`src/rtl/clk_div_pkg.sv`:
```
// Shared types and helpers for the programmable clock divider bank.
package clk_div_pkg;

  // Smallest divide ratio a channel will ever run at.
  localparam int DIV_MIN = 2;

  // Storage width of a ratio inside a channel. Narrower DIV_W inputs are
  // zero-extended into it; synthesis trims the constant-zero upper bits.
  localparam int MAX_DIV_W = 16;

  // One channel's configuration: enable plus divide ratio.
  typedef struct packed {
    logic                 en;
    logic [MAX_DIV_W-1:0] div;
  } chan_cfg_t;

  // Ratios below DIV_MIN are raised to DIV_MIN; there is no bypass mode.
  function automatic logic [MAX_DIV_W-1:0] clamp_div(input logic [MAX_DIV_W-1:0] div);
    if (div < MAX_DIV_W'(DIV_MIN)) begin
      return MAX_DIV_W'(DIV_MIN);
    end
    return div;
  endfunction

endpackage

```
`src/rtl/clk_div_chan.sv`:
```
// One divider channel: active and pending configuration, period counter,
// and registered divided-clock / tick outputs.
//
// A channel is either idle (active.en = 0, counter held at 0, outputs low)
// or running. While running, a new configuration is parked in the pending
// register and only takes effect when the counter wraps, so a period is
// never cut short and no runt pulse can reach the output. SYNC forces an
// immediate restart at count 0 after folding in any pending configuration.
module clk_div_chan
  import clk_div_pkg::*;
#(
  parameter int DEFAULT_DIV = 2
) (
  input  logic      clk_i,
  input  logic      rst_i,
  input  logic      wr_i,      // configuration write aimed at this channel
  input  chan_cfg_t wr_cfg_i,  // already-clamped configuration being written
  input  logic      sync_i,    // bank-wide restart
  output logic      clk_o,
  output logic      tick_o,
  output logic      pend_o
);

  chan_cfg_t            act_q,    act_d;
  chan_cfg_t            pend_q,   pend_d;
  logic                 pend_v_q, pend_v_d;
  logic [MAX_DIV_W-1:0] cnt_q,    cnt_d;
  logic                 clk_q,    clk_d;
  logic                 tick_q,   tick_d;

  logic                 at_wrap;
  chan_cfg_t            sync_cfg;

  // Last cycle of the current period of a running channel.
  assign at_wrap = act_q.en && (cnt_q == (act_q.div - MAX_DIV_W'(1)));

  // Configuration SYNC restarts with: a same-cycle write wins, otherwise the
  // pending value if any, otherwise the current active value.
  assign sync_cfg = wr_i     ? wr_cfg_i :
                    pend_v_q ? pend_q   : act_q;

  // Next-state: counter advance, boundary loads, write merge and SYNC.
  always_comb begin
    act_d    = act_q;
    pend_d   = pend_q;
    pend_v_d = pend_v_q;
    cnt_d    = cnt_q;

    if (sync_i) begin
      // Restart at count 0 with the merged configuration; nothing stays pending.
      act_d    = sync_cfg;
      pend_v_d = 1'b0;
      cnt_d    = '0;
    end else if (wr_i && !act_q.en) begin
      // Idle channel: the write takes effect at once and starts a fresh period.
      act_d    = wr_cfg_i;
      pend_v_d = 1'b0;
      cnt_d    = '0;
    end else begin
      if (act_q.en) begin
        if (at_wrap) begin
          cnt_d = '0;
          if (pend_v_q) begin
            act_d    = pend_q;
            pend_v_d = 1'b0;
          end
        end else begin
          cnt_d = cnt_q + MAX_DIV_W'(1);
        end
      end
      // Write to a running channel is parked; a write landing on the wrap edge
      // becomes the next pending value after the old one was loaded above.
      if (wr_i) begin
        pend_d   = wr_cfg_i;
        pend_v_d = 1'b1;
      end
    end

    // Outputs are precomputed from next state so the pins come straight
    // from flops: high for the first floor(D/2) counts, tick on count 0.
    clk_d  = act_d.en && (cnt_d < (act_d.div >> 1));
    tick_d = act_d.en && (cnt_d == '0);
  end

  // State and output registers; reset drops everything to idle at once.
  always_ff @(posedge clk_i or posedge rst_i) begin
    if (rst_i) begin
      act_q    <= '{en: 1'b0, div: MAX_DIV_W'(DEFAULT_DIV)};
      pend_q   <= '{en: 1'b0, div: MAX_DIV_W'(DEFAULT_DIV)};
      pend_v_q <= 1'b0;
      cnt_q    <= '0;
      clk_q    <= 1'b0;
      tick_q   <= 1'b0;
    end else begin
      act_q    <= act_d;
      pend_q   <= pend_d;
      pend_v_q <= pend_v_d;
      cnt_q    <= cnt_d;
      clk_q    <= clk_d;
      tick_q   <= tick_d;
    end
  end

  assign clk_o  = clk_q;
  assign tick_o = tick_q;
  assign pend_o = pend_v_q;

endmodule

```
`src/rtl/clk_div_bank.sv`:
```
// Bank of NUM_CH runtime-programmable integer clock dividers sharing one
// source clock, with a bank-wide SYNC that phase-aligns every channel.
//
// CFG_WE is a single-cycle strobe with no back-pressure: every write is
// accepted on the edge it is sampled. Writes to a channel index at or
// above NUM_CH match no channel and are dropped.
module clk_div_bank
  import clk_div_pkg::*;
#(
  parameter int NUM_CH      = 4,
  parameter int DIV_W       = 8,
  parameter int DEFAULT_DIV = 2,
  parameter int CH_W        = (NUM_CH > 1) ? $clog2(NUM_CH) : 1
) (
  input  logic              CLK_IN,
  input  logic              RST_IN,
  input  logic              CFG_WE,
  input  logic [CH_W-1:0]   CFG_CH,
  input  logic [DIV_W-1:0]  CFG_DIV,
  input  logic              CFG_EN,
  input  logic              SYNC,
  output logic [NUM_CH-1:0] CLK_OUT,
  output logic [NUM_CH-1:0] TICK,
  output logic [NUM_CH-1:0] CFG_PEND
);

  chan_cfg_t         wr_cfg;
  logic [NUM_CH-1:0] wr_sel;

  // Clamp once here so every channel sees a legal ratio.
  assign wr_cfg = '{en: CFG_EN, div: clamp_div(MAX_DIV_W'(CFG_DIV))};

  for (genvar i = 0; i < NUM_CH; i++) begin : g_ch
    // Write-address decode: exact match on the full channel field.
    assign wr_sel[i] = CFG_WE && (CFG_CH == CH_W'(i));

    clk_div_chan #(
      .DEFAULT_DIV (DEFAULT_DIV)
    ) u_chan (
      .clk_i    (CLK_IN),
      .rst_i    (RST_IN),
      .wr_i     (wr_sel[i]),
      .wr_cfg_i (wr_cfg),
      .sync_i   (SYNC),
      .clk_o    (CLK_OUT[i]),
      .tick_o   (TICK[i]),
      .pend_o   (CFG_PEND[i])
    );
  end

endmodule

```
`config.mk`:
```
export PLATFORM = sky130hd
export DESIGN_NAME = clk_div_bank
export DESIGN_NICKNAME = d
export VERILOG_FILES = /design/src/rtl/clk_div_pkg.sv /design/src/rtl/clk_div_chan.sv /design/src/rtl/clk_div_bank.sv
export SDC_FILE = /design/constraint.sdc
export NUM_CORES = 1
export LEC_CHECK = 0
export CORE_MARGIN = 1.5
export CORE_UTILIZATION = 63
export DETAILED_ROUTE_END_ITERATION = 7
export MAX_ROUTING_LAYER = met4
export PLACE_DENSITY_LB_ADDON = 0.25
export SLEW_MARGIN = 25
export SYNTH_ARGS = -nofsm -noshare
export SYNTH_HDL_FRONTEND = slang
export SYNTH_SLANG_ARGS = --single-unit
```
`constraint.sdc`:
```
create_clock -name CLK_IN -period 8.4 [get_ports CLK_IN]
set_input_delay 2.52 -clock CLK_IN [delete_from_list [all_inputs] [get_ports CLK_IN]]
set_output_delay 2.52 -clock CLK_IN [all_outputs]
set_load 0.1 [all_outputs]
```
==> results_dict.tcl, run 1 <==
set metrics [dict create \
    netlist-cell-type-count 81 \
    drt_first_pass_iters 8 \
    slew_viol_final 0 \
    worst_hold_path_type "reg -> reg" \
    final.period_utilization_pct 74.08 \
    clock_skew_ns 0.01371 \
    number_of_enable_flip_flop_cells_after_synthesis 0 \
    maxCapViolations 0 \
    cts_buffers 17 \
    worst_case_vdd_ir_drop_mv 0.1837 \
    timing.critical_path.max_delay_family "simple AND/OR/NAND/NOR gates" \
    wl_per_cell_um 18.15 \
    cell_chain_critical_path "clkdlybuf4s50_1 -> nand2_1 -> or2_2 -> nor2_1 -> nor2_1 -> nand2b_1 -> nor2_1 -> ha_1 -> a21o_1 -> a21o_1 -> a21oi_1 -> nor2b_1 -> o21ai_0 -> nand2b_1 -> a211oi_1 -> and4b_1" \
    number_of_synthesized_register_bits 180 \
    grt_max_degree 122 \
    ctsHoldBuffers 0 \
    dieArea_mm2 0.02165 \
    drt_first_iter_violations 898 \
    path_class "in -> reg" \
    setup-tns-final_ns 0 \
    timing.slew.headroom_pct 33.27 \
    clk_transition_reported_paths_ns 0.07 \
    worst-endpoint-required_ns 8.77 \
    grt-ovfl-total 0 \
    via_count 11170 \
    route.detailed.vias_per_inst 6.330 \
    dieWidth_um 147.1 \
    p_leak_uw 0.006273 \
    cts_repair_resize_count 0 \
    status "finished, final reports clean" \
    clock_tree_from_tritoncts "done" \
    gpl.final_weighted_congestion 0.8993 \
    post-cts-setup-buffer-count 0 \
    synth.largest_area_cell "sky130_fd_sc_hd__dfrtp_1" \
    areaGrowthSynthToFinish_pct 6.070 \
    period_needed_ns 6.222 \
    clock_sinks 180 \
    critPathMaxStageDelay_ns 0.59 \
    ant_nets 0 \
    placement.io_buffers 26 \
    vias_in_the_first_global_route 10830 \
    dieHeight_um 147.1 \
    critical_path.max_fanout 23 \
    drt_wl_total_um 32030 \
    fmax_mhz 160.7 \
    synthesis.nets 1611 \
    cts-root-to-sink-buffers 2 \
    yosysMostFrequentCell "sky130_fd_sc_hd__dfrtp_1" \
    hold_violations 0 \
    synth.top_cell.area_share_pct 32.88 \
    final-setup-viol-count 0 \
    share_of_cells_above_drive_strength_1_pct 7.157 \
    most_utilized_layer_in_the_global_route_result "met2" \
    utilization_pct 68.40 \
    met1_usage_pct 42.25 \
    postSynth.topFlopCell "sky130_fd_sc_hd__dfrtp_1" \
    grt_use_total_pct 31.74 \
    grt_pass1_wl_um 54090 \
    post_layout_nets 1562 \
    startpoint_type "primary input" \
    global_route.usage.met3_pct 4.441 \
    worstMarginPinSlew_ns 0.9918 \
    synthTopCellsByArea "sky130_fd_sc_hd__dfrtp_1 33%, sky130_fd_sc_hd__ha_1 6.1%, sky130_fd_sc_hd__xor2_1 4.8%, sky130_fd_sc_hd__nor2_1 4.6%, sky130_fd_sc_hd__nand2_1 4.1%" \
    clk_root_buffer_cell "sky130_fd_sc_hd__clkbuf_16" \
    floorplan.initialDensity_pct 64.48 \
    cp_common_cell "sky130_fd_sc_hd__nor2_1" \
    synth_seq_area_share_pct 34.49 \
    syn-instance-count 1532 \
    worst_setup_path_end_kind "flop" \
    power_per_cell_area_mw_per_mm2 194.8 \
    design.core.area_mm2 0.02030 \
    cts.htree.levels 4 \
    rsz_0062_raised_after_global_routing "false" \
    drt_drc_violations_left 0 \
    synth_area_mm2 0.01309 \
    fp-row-count 52 \
    use_met2_pct 50.00 \
    syn-mean-instance-area_um2 8.544 \
    worst_skew_pair.late_latency_ns 0.45 \
    n_antenna_cell 0 \
    synth.cells.most_frequent "172 x sky130_fd_sc_hd__dfrtp_1, 159 x sky130_fd_sc_hd__nor2_1, 144 x sky130_fd_sc_hd__nand2_1, 80 x sky130_fd_sc_hd__clkbuf_1" \
    cp.arrival_ns 6.59 \
    boundaryPins 27 \
    ys_warn_count 0 \
    critPathBufInv 1 \
    hpwlAfterDp_um 23230 \
    initial_antenna_violation_count 0 \
    synth-async-reset-ratio_pct 100.0 \
    cp_slowest_cell "sky130_fd_sc_hd__nand2b_1" \
]
[worst reg2reg max path: stages, from the launching register on]
cell                       delay (ns)
sky130_fd_sc_hd__dfrtp_1         0.46
sky130_fd_sc_hd__inv_1           0.09
sky130_fd_sc_hd__ha_1            0.21
sky130_fd_sc_hd__or4b_1          0.60
sky130_fd_sc_hd__or4b_1          0.56
sky130_fd_sc_hd__o311ai_1        0.11
sky130_fd_sc_hd__o22ai_1         0.14
sky130_fd_sc_hd__or4_1           0.88
sky130_fd_sc_hd__nand2_8         0.29
sky130_fd_sc_hd__nand2_2         0.18
sky130_fd_sc_hd__nand2_1         0.14
sky130_fd_sc_hd__ha_1            0.25
sky130_fd_sc_hd__a21o_1          0.16
sky130_fd_sc_hd__a21o_1          0.17
sky130_fd_sc_hd__a21oi_1         0.17
sky130_fd_sc_hd__nor2b_1         0.07
sky130_fd_sc_hd__o21ai_0         0.15
sky130_fd_sc_hd__nand2b_1        0.08
sky130_fd_sc_hd__a211o_1         0.30
sky130_fd_sc_hd__a31oi_1         0.14
[metal layers]
layer  wire [um]  vias to the layer above
met5           0                        -
met4         860                        0
met3        1765                       80
met2       15170                      364
met1       14240                     5351
li1            -                     5377
[placed cells by master (no fill, tap or decap), types with 23 or more instances in the layout]
| cell type | synthesis | routed |
|---|---|---|
| sky130_fd_sc_hd__a21oi_1 | 64 | 64 |
| sky130_fd_sc_hd__nand3_1 | 46 | 46 |
| sky130_fd_sc_hd__nand2b_1 | 23 | 23 |
| sky130_fd_sc_hd__xor2_1 | 72 | 72 |
| sky130_fd_sc_hd__nor2_1 | 159 | 159 |
| sky130_fd_sc_hd__nand4_1 | 33 | 33 |
| sky130_fd_sc_hd__o21ai_0 | 67 | 67 |
| sky130_fd_sc_hd__dfrtp_1 | 172 | 172 |
| sky130_fd_sc_hd__mux2_2 | 34 | 34 |
| sky130_fd_sc_hd__nor3_1 | 49 | 49 |
| sky130_fd_sc_hd__xnor2_1 | 60 | 60 |
| sky130_fd_sc_hd__ha_1 | 64 | 64 |
| sky130_fd_sc_hd__inv_1 | 72 | 71 |
| sky130_fd_sc_hd__mux2i_1 | 43 | 43 |
| sky130_fd_sc_hd__clkdlybuf4s50_1 | 0 | 25 |
| sky130_fd_sc_hd__nand2_1 | 144 | 144 |
[flip-flops by register name (all words and copies together), names as in the netlist]
signal and count:
g_ch.u_chan.tick_o 4, g_ch.u_chan.pend_q 36, g_ch.u_chan.clk_o 4, g_ch.u_chan.pend_o 4, g_ch.u_chan.cnt_q 64, g_ch.u_chan.act_q 68
[report_power, final]
| part | internal, uW | switching (uW) | total (uW) | leakage [uW] |
|---|---|---|---|---|
| logic | 304 | 446 | 750 | 0.00367 |
| registers | 1000 | 175 | 1180 | 0.00234 |
| clock network | 392 | 385 | 778 | 0.000265 |
| total | 1700 | 1010 | 2700 | 0.00627 |
[final timing paths]
path / startpoint / end / slack (ns) / depth (start not counted)
worst min-delay path: g_ch[1].u_chan.pend_q[3] / g_ch[1].u_chan.pend_q[3] / 0.48 / 2
max in group asynchronous: RST_IN / g_ch[1].u_chan.act_q[2] / 4.42 / 3
worst max register to register: g_ch[2].u_chan.act_q[0] / g_ch[2].u_chan.clk_o / 3.19 / 19
min in group asynchronous: RST_IN / g_ch[3].u_chan.act_q[9] / 2.67 / 2
worst max-delay path: CFG_WE / g_ch[1].u_chan.clk_o / 2.18 / 16
worst min register to register: g_ch[1].u_chan.pend_q[3] / g_ch[1].u_chan.pend_q[3] / 0.48 / 2
[layout make-up]
type	count	area (um^2)
inverter	72	277.8
timing repair buffer	38	345.3
tap	270	337.8
fill	1686	6415
multi-input combinational	1174	7846
clock buffer	17	425.4
clock inverter	14	137.6
sequential	180	4514
[cell families after synthesis]
logic type,synth area share (%)
adders and majority gates,6.117
AOI/OAI and AO/OA,15.60
buffers and inverters,5.620
DFF,34.49
xor gates and xnor gates,8.832
muxes,6.213
and+or+nand+nor,23.13
[through the flow]
step                      power (uW)  setup WS, ns  hold WS (ns)  instances  area [um^2]
after floorplan                 1752         1.006        0.4403       1532        13090
after global placement          1897         2.044        0.4573       1734        13320
after detailed placement        1927         1.911        0.4652       1734        13320
after CTS                       2704         2.252        0.4821       1765        13880
after global routing            2853         1.915        0.4944       1765        13880
final                           2705         2.178        0.4825       1765        13880
(Power assumes the default switching activity.)
==> inputs of run 2 (changes only) <==
- clock period: 8.4 -> 6.4 ns (I/O delays scaled with it)
==> run 2 against run 1 <==
  * Clock power increased by 35%
  * Sequential share of layout area decreased by 0.22 points
  * Critical path depth is 1 higher
  * Critical path type is now reg -> reg
  * Critical endpoint is now g_ch[0].u_chan.clk_o
  * Largest power group unchanged
==> results_dict.tcl, run 2 (same netlist as run 1, synthesis figures left out) <==
set metrics [dict create \
    path_class "reg -> reg" \
    switchingPower_uw 1282 \
    dieArea_mm2 0.02165 \
    netSwitchingFraction_pct 35.72 \
    worst-endpoint-required_ns 6.78 \
    ctsHoldBuffers 0 \
    critPathMaxStageDelay_ns 0.70 \
    hpwlAfterDp_um 23180 \
    status "finished, final reports clean" \
    route.detailed.vias_per_inst 6.329 \
    gpl.final_weighted_congestion 0.9131 \
    grt_max_degree 181 \
    rsz_0062_raised_after_global_routing "false" \
    slew_viol_final 0 \
    worst_setup_path_end_kind "flop" \
    floorplan.initialDensity_pct 64.48 \
    cell_chain_critical_path "inv_1 -> ha_1 -> nor3b_2 -> nand2_1 -> mux2_2 -> nor3_1 -> or4b_1 -> nor4b_2 -> buf_4 -> mux2i_1 -> a221o_1 -> ha_1 -> a21o_1 -> a21oi_1 -> o311ai_0 -> a31oi_1 -> o2111a_1" \
    worst_hold_path.num_cells 2 \
    layout_common_cells "172 x sky130_fd_sc_hd__dfrtp_1, 159 x sky130_fd_sc_hd__nor2_1, 144 x sky130_fd_sc_hd__nand2_1, 72 x sky130_fd_sc_hd__xor2_1, 71 x sky130_fd_sc_hd__inv_1" \
    cp_common_cell "sky130_fd_sc_hd__ha_1" \
    power_frac_comb_pct 27.8 \
    n_antenna_cell 0 \
    p_leak_uw 0.006321 \
    areaGrowthSynthToFinish_pct 6.806 \
    worstMarginPinSlew_ns 0.9718 \
    period_needed_ns 5.230 \
    cp_slowest_cell "sky130_fd_sc_hd__nor4b_2" \
    fp-row-count 52 \
    grt_pass1_wl_um 53220 \
    maxCapViolations 0 \
    clock_tree_from_tritoncts "done" \
    internal-power_uw 2307 \
    drt_drc_violations_left 0 \
    wl_per_cell_um 18.01 \
    top_regs "g_ch.u_chan.act_q: 68 flops, g_ch.u_chan.cnt_q: 64 flops, g_ch.u_chan.pend_q: 36 flops" \
    fillers 1644 \
    final.period_utilization_pct 81.72 \
    placement.io_buffers 26 \
    via_count 11220 \
    dieWidth_um 147.1 \
    worst_hold_path_type "reg -> reg" \
    post-cts-setup-buffer-count 0 \
    drt_wl_total_um 31930 \
    cp.arrival_ns 5.61 \
    cts.htree.levels 4 \
    clkPwrFrac_pct 29.3 \
    grt_use_total_pct 31.44 \
    setup-tns-final_ns 0 \
    share_of_cells_above_drive_strength_1_pct 7.518 \
    final-setup-viol-count 0 \
    drt_first_iter_violations 895 \
    startpoint_type "flop" \
    boundaryPins 27 \
    drt_first_pass_iters 5 \
    dieHeight_um 147.1 \
    clock_skew_ns 0.01009 \
    cts-root-to-sink-buffers 2 \
    clk_transition_reported_paths_ns 0.07 \
    vias_in_the_first_global_route 10730 \
    post_layout_nets 1569 \
    worst_skew_pair.late_latency_ns 0.45 \
    grt-ovfl-total 0 \
    timing.slew.headroom_pct 35.01 \
    ant_nets 0 \
    clk_root_buffer_cell "sky130_fd_sc_hd__clkbuf_16" \
    initial_antenna_violation_count 0 \
    power_per_cell_area_mw_per_mm2 256.7 \
    cts_repair_resize_count 0 \
    reg2regPathDepth 17 \
    worst_case_vdd_ir_drop_mv 0.2425 \
    critical_path.max_fanout 11 \
    sequential_fraction_of_design_power_pct 42.8 \
    largest_register "g_ch.u_chan.act_q" \
    design.core.area_mm2 0.02030 \
    hold_violations 0 \
    largest_reg_flops 68 \
    clock_sinks 180 \
    cts_buffers 17 \
    fmax_mhz 191.2 \
    most_common_cell_after_layout_fill_and_taps_aside "sky130_fd_sc_hd__dfrtp_1" \
    power_uw 3589 \
]
[run 2: changes by cell type in the layout (fill, tap and decap cells not counted), moves of 2 or more]
cell                        previous run  this run
sky130_fd_sc_hd__clkbuf_1              0         2
sky130_fd_sc_hd__clkinv_2              0         3
sky130_fd_sc_hd__bufinv_16             0         2
sky130_fd_sc_hd__buf_4                12        17
sky130_fd_sc_hd__inv_8                 6         0
[run 2: power by group through the flow]
stage,sequential [uW],clock (uW),combinational (uW)
global route,1560,1100,1100
global placement,1540,0,955
finish,1540,1050,998
detailed placement,1550,0,984
floorplan,1430,0,873
CTS,1530,1060,991
[run 2: area by class of cell]
class | instances | area (um^2) | area share [%]
multi-input cells | 1174 | 7846 | 56.12
flip-flops and latches | 180 | 4514 | 32.29
clock buffers | 20 | 446.7 | 3.195
repair buffers | 45 | 430.4 | 3.079
well taps | 270 | 337.8 | 2.416
inverters | 72 | 274.0 | 1.960
clock inverters | 12 | 131.4 | 0.9397
[run 2: worst max-delay path, delay by kind of cell (launching register included)]
family          cells  cell delay, ns
buf+inv             2            0.40
compound gates      6            1.34
mux                 2            0.37
flops               1            0.52
fa+ha+maj           2            0.61
simple gates        5            1.90
[run 2: through the flow]
stage                     utilization [%]  hold WS, ns  worst slack, ns  std cells  instance area, um^2
after floorplan                         -       0.4403            1.406       1532                13090
after global placement              65.86       0.4568           0.9374       1740                13370
after detailed placement            65.86       0.4633           0.8340       1740                13370
after CTS                           68.71       0.4820            1.174       1772                13950
after global routing                68.87       0.5067           0.8387       1773                13980
final                               68.87       0.4842            1.170       1773                13980
[run 2: path summary, 6_finish.rpt]
path                                           from                        to  slack (ns)
setup / recovery            g_ch[0].u_chan.act_q[0]      g_ch[0].u_chan.clk_o        1.17
hold / removal             g_ch[1].u_chan.pend_q[0]  g_ch[1].u_chan.pend_q[0]        0.48
setup reg to reg            g_ch[0].u_chan.act_q[0]      g_ch[0].u_chan.clk_o        1.17
hold reg to reg            g_ch[1].u_chan.pend_q[0]  g_ch[1].u_chan.pend_q[0]        0.48
max in group asynchronous                    RST_IN  g_ch[3].u_chan.pend_q[3]        3.56
min in group asynchronous                    RST_IN  g_ch[3].u_chan.act_q[10]        1.93
[run 2: metal layers]
layer / global-route usage [%] / vias to the layer above / routed length, um
li1: - / 5369 / -
met1: 43.28 / 5380 / 14390
met2: 47.84 / 403 / 14770
met3: 4.938 / 70 / 2020
met4: 9.950 / 0 / 754
met5: - / - / 0
